### src/rtl/divide_seq.sv
// divide_seq: unsigned sequential restoring divider.
//   Produces floor(dividend/divisor) and dividend mod divisor, one quotient bit per
//   clock (MSB first). start/busy/done handshake; a divide by zero finishes at once
//   with quotient=all ones, remainder=dividend and div_by_zero set.
// Ports:
//   clk          rising-edge clock
//   nReset       asynchronous active-low reset
//   start        request, accepted when busy==0 (IDLE or FINISH)
//   dividend     numerator, sampled on the accepting edge
//   divisor      denominator, sampled on the accepting edge
//   busy         high while iterating
//   done         one-cycle result-valid pulse
//   quotient     result quotient, held until the next accepted start
//   remainder    result remainder, held until the next accepted start
//   div_by_zero  set with done when divisor was zero, held with the results
module divide_seq #(
    parameter int WIDTH = 16
) (
    input  logic             clk,
    input  logic             nReset,
    input  logic             start,
    input  logic [WIDTH-1:0] dividend,
    input  logic [WIDTH-1:0] divisor,
    output logic             busy,
    output logic             done,
    output logic [WIDTH-1:0] quotient,
    output logic [WIDTH-1:0] remainder,
    output logic             div_by_zero
);

    localparam int CW = (WIDTH > 2) ? $clog2(WIDTH) : 1;

    typedef enum logic [1:0] {IDLE, RUN, FINISH} state_t;

    state_t          state, state_n;
    logic [CW-1:0]   cnt;
    // num starts as the dividend; each step shifts one dividend bit out of the
    // top and one quotient bit into the bottom, so it ends holding the quotient.
    logic [WIDTH-1:0] num;
    logic [WIDTH-1:0] den;
    // Partial remainder is always < divisor between steps, so WIDTH bits suffice
    // to store it; the shifted value needs WIDTH+1.
    logic [WIDTH-1:0] wr;
    logic [WIDTH:0]   rsh;
    logic [WIDTH:0]   trial;
    logic [WIDTH-1:0] rnext;
    logic             qbit;
    logic             last;
    logic             accept;

    // One restoring step. rsh <= 2*den-1, so trial lies in [-den, den-1] and its
    // top bit is a valid sign.
    always_comb begin
        rsh    = {wr, num[WIDTH-1]};
        trial  = rsh - {1'b0, den};
        qbit   = ~trial[WIDTH];
        rnext  = qbit ? trial[WIDTH-1:0] : rsh[WIDTH-1:0];
        last   = (cnt == CW'(WIDTH - 1));
        accept = start && (state != RUN);
    end

    always_ff @(posedge clk or negedge nReset) begin
        if (!nReset) state <= IDLE;
        else         state <= state_n;
    end

    always_comb begin
        state_n = state;
        busy    = 1'b0;
        done    = 1'b0;
        case (state)
            IDLE: begin
                if (start) state_n = (divisor == '0) ? FINISH : RUN;
            end
            RUN: begin
                busy = 1'b1;
                if (last) state_n = FINISH;
            end
            FINISH: begin
                done = 1'b1;
                // A new request here overlaps the done pulse of the old one.
                if (start) state_n = (divisor == '0) ? FINISH : RUN;
                else       state_n = IDLE;
            end
            default: state_n = IDLE;
        endcase
    end

    always_ff @(posedge clk or negedge nReset) begin
        if (!nReset) begin
            cnt         <= '0;
            num         <= '0;
            den         <= '0;
            wr          <= '0;
            quotient    <= '0;
            remainder   <= '0;
            div_by_zero <= 1'b0;
        end else if (accept) begin
            cnt <= '0;
            num <= dividend;
            den <= divisor;
            wr  <= '0;
            if (divisor == '0) begin
                quotient    <= '1;
                remainder   <= dividend;
                div_by_zero <= 1'b1;
            end else begin
                div_by_zero <= 1'b0;
            end
        end else if (state == RUN) begin
            cnt <= cnt + 1'b1;
            num <= {num[WIDTH-2:0], qbit};
            wr  <= rnext;
            // Visible results only move on the final step, so they hold
            // through the run until the new answer is ready.
            if (last) begin
                quotient  <= {num[WIDTH-2:0], qbit};
                remainder <= rnext;
            end
        end
    end

endmodule

### config.mk
export PLATFORM = sky130hd
export DESIGN_NAME = divide_seq
export DESIGN_NICKNAME = d
export VERILOG_FILES = /design/src/rtl/divide_seq.sv
export SDC_FILE = /design/constraint.sdc
export NUM_CORES = 1
export LEC_CHECK = 0
export CORE_AREA = 2 2 106 108
export DETAILED_ROUTE_END_ITERATION = 7
export DIE_AREA = 0 0 108 110
export PLACE_DENSITY_LB_ADDON = 0.1
export SETUP_SLACK_MARGIN = 0.5
export SLEW_MARGIN = 10
export SYNTH_ARGS = -nofsm -noshare
export SYNTH_HDL_FRONTEND = slang
export SYNTH_SLANG_ARGS = --single-unit
### constraint.sdc
create_clock -name clk -period 3.35 [get_ports clk]
set_clock_uncertainty 0.2 [all_clocks]
set_input_delay 1.005 -clock clk [delete_from_list [all_inputs] [get_ports clk]]
set_output_delay 1.005 -clock clk [all_outputs]
set_load 0.02 [all_outputs]
==> impl_metrics.json <==
{
  "status": "finished clean",
  "power.density_mw_per_mm2": 1290,
  "setup_tns_ns": 0,
  "io_buffers": 69,
  "diodes": 0,
  "synth_compound_area_share_pct": 18.5,
  "seqPwrFrac_pct": 24.2,
  "die_h_um": 110,
  "switching_share_pct": 43.7,
  "yosys-top-cells-count": "dfrtp_1 (87), o21ai_0 (60), nand2_1 (53), nor2_1 (53), a21oi_1 (35)",
  "htreeDepth": 3,
  "cts-root-buf": "clkbuf_8",
  "worst_pin_slew_ns": 0.570,
  "gr-total-overflow": 0,
  "drc": 0,
  "maxCapViolations": 0,
  "wl_per_cell_um": 17.3,
  "max_freq_mhz": 335,
  "clock_sinks": 87,
  "drt-initial-drc-count": 233,
  "finalPower_uw": 7880,
  "nets": 643,
  "syn-instance-count": 506,
  "initial_core_util_pct": 44.1,
  "p_comb_share_pct": 66.3,
  "leakage_uw": 0.00263,
  "clockBufferDepth": 2,
  "rsz0062_at_grt": "yes",
  "dieWidth_um": 108,
  "cts.clk_slew.worst_paths_ns": 0.09,
  "dr.pass1.iters": 5,
  "fin_ws_ns": 0.367,
  "synth-seq-cells": 87,
  "start_kind": "flip-flop",
  "coreArea_mm2": 0.0107,
  "grt_pass1_vias": 3862,
  "r2r.worst_path.cells": 11,
  "synthMuxAreaShare_pct": 6.18,
  "setup.worst_path.class": "flip-flop to flip-flop",
  "maxSlewHeadroom_pct": 62.0,
  "clockPowerShare_pct": 9.5,
  "fin_crit_ns": 2.98,
  "post_dp_cell_area_mm2": 0.00560,
  "synth-adder-area-share_pct": 4.93,
  "ant_nets": 0,
  "synth_edf_count": 0,
  "gp_congestion": 0.827,
  "grt_use_total_pct": 22.6,
  "cts_inserted_buffers": 9,
  "hold_viol_final": 0,
  "synth_top_cell_by_area": "dfrtp_1",
  "vias": 4032,
  "rows": 38,
  "antenna_found_initial": 0,
  "grt_max_degree": 47,
  "drive_gt1_share_pct": 13.6,
  "holdPathStages": 2,
  "whs_ns": 0.292,
  "grt_pass1_wl_mm": 20.5,
  "synth_fp_nets": 559,
  "cts_tree": "yes",
  "synth_warnings": 0,
  "post-place-ws_ns": 0.102,
  "setup_viol": 0,
  "critPathMaxFanout": 9,
  "cp.arrival_ns": 3.06,
  "max-vdd-ir-drop_v": 0.000815,
  "synthFlopType": "dfrtp_1",
  "endpoint_kind": "flip-flop",
  "syn-cell-area_mm2": 0.00472,
  "drt-total-wl_mm": 12.7,
  "clk_latency_ns": 0.36,
  "fin_area_mm2": 0.00609,
  "switching_power_uw": 3440,
  "yosysMostFrequentCell": "dfrtp_1",
  "ys_seq_area_share_pct": 46.2,
  "synth.area.top_cells": "dfrtp_1 (46%), o21ai_0 (6.4%), mux2i_1 (5.3%)",
  "hpwlAfterDp_mm": 8.99,
  "slew_viol_final": 0,
  "multiInputGateArea_mm2": 0.00248,
  "netlist-cell-type-count": 53,
  "seq_area_mm2": 0.00218,
  "syn_avg_cell_area_um2": 9.32,
  "p_int_uw": 4430,
  "synthSimpleGateAreaFrac_pct": 16.8,
  "die_area_mm2": 0.0119,
  "vias_per_cell": 5.49,
  "synth_top_family_by_area": "compound AO/OA/AOI/OAI gates",
  "fin_crit_sh_pct": 89.1,
  "cts_hold_buf": 0,
  "nFillCells": 975,
  "synth_xor_area_share_pct": 3.32,
  "hold_path_class": "flip-flop to flip-flop",
  "required_ns": 3.43,
  "async_flop_share_pct": 100,
  "boundaryPins": 70,
  "synth_top_area_share_pct": 46.2,
  "area_delta_synth_final_pct": 29.1
}
[layer usage]
metal,GRT usage (%),vias up,share of wire (%)
met5,0,-,0
met4,6.32,0,1.2
met3,3.00,11,3.5
met2,36.5,92,47
met1,32.1,1991,48
li1,-,1938,-
[cell usage in the layout, fill, tap and decap left out, types with 3 or more instances in the layout]
| cell type | count |
|---|---|
| dfrtp_1 | 87 |
| clkdlybuf4s50_1 | 66 |
| o21ai_0 | 54 |
| nor2_1 | 53 |
| nand2_1 | 52 |
| a21oi_1 | 35 |
| buf_4 | 27 |
| inv_1 | 19 |
| mux2i_1 | 19 |
| ha_1 | 15 |
| nand3b_1 | 14 |
| nand2b_1 | 9 |
| xnor2_1 | 9 |
| clkbuf_8 | 9 |
| or3_1 | 8 |
| a21o_1 | 7 |
| nor3_1 | 7 |
| nand3_1 | 6 |
| o21ai_1 | 6 |
| xor2_1 | 6 |
| mux2i_4 | 5 |
| o211ai_1 | 4 |
| a31oi_1 | 4 |
| nor4_1 | 4 |
| a211oi_2 | 4 |
| buf_12 | 4 |
| o21ai_2 | 3 |
| a211o_1 | 3 |
| and3_1 | 3 |
| o22ai_1 | 3 |
[what timing repair did]
item                                    4_1_cts  5_1_grt
buffers inserted                              7       10
endpoints found under the setup margin       31       35
resized for setup                            20       18
pin swaps                                     4        5
[worst max-delay path: stages (launching register included)]
cell,delay (ns)
dfrtp_1,0.37
inv_2,0.06
ha_4,0.16
fa_2,0.33
nand2b_4,0.15
a21o_1,0.19
a21o_1,0.21
o31ai_4,0.28
xor2_2,0.24
buf_12,0.17
mux2_2,0.35
a211oi_1,0.19
[kinds of logic (layout without fill, tap and decap cells)]
| group | Yosys count | after routing |
|---|---|---|
| flops | 87 | 87 |
| buf+inv | 48 | 136 |
| simple gates | 168 | 168 |
| compound gates | 140 | 140 |
| xor+xnor | 17 | 17 |
| mux | 28 | 28 |
| fa+ha+maj | 18 | 18 |
[cell type report]
type / instances / area share, %
Clock buffer: 9 / 2.03
Clock inverter: 6 / 1.17
Inverter: 20 / 1.23
Multi-Input combinational cell: 371 / 40.7
Sequential cell: 87 / 35.8
Tap cell: 140 / 2.88
Timing Repair Buffer: 101 / 16.2
[power groups by stage]
stage               sequential, uW  clock [uW]  combinational [uW]
detailed placement            1900           0                4170
global placement              1890           0                4110
global route                  1970         813                5690
CTS                           1890         760                4600
floorplan                     2010           0                2800
finish                        1910         745                5220
[worst paths after layout]
path,from,endpoint,slack (ns)
max,num[15],remainder[6],0.37
min,div_by_zero,div_by_zero,0.29
max reg2reg,num[15],remainder[6],0.37
min reg2reg,div_by_zero,div_by_zero,0.29
max in group asynchronous,nReset,wr[10],1.88
min in group asynchronous,nReset,den[12],0.43
[sequential cells by signal, summed over array words and instances (netlist names)]
register     flops
cnt              4
den             16
div_by_zero      1
num             16
quotient        16
remainder       16
state            2
wr              16
[metrics by stage]
stage                     instances  utilization [%]
after floorplan                 506                -
after global placement          702             52.4
after detailed placement        702             52.4
after CTS                       724             55.4
after global routing            734             56.9
final                           734             56.9
Power figures use the tool's default switching activity.
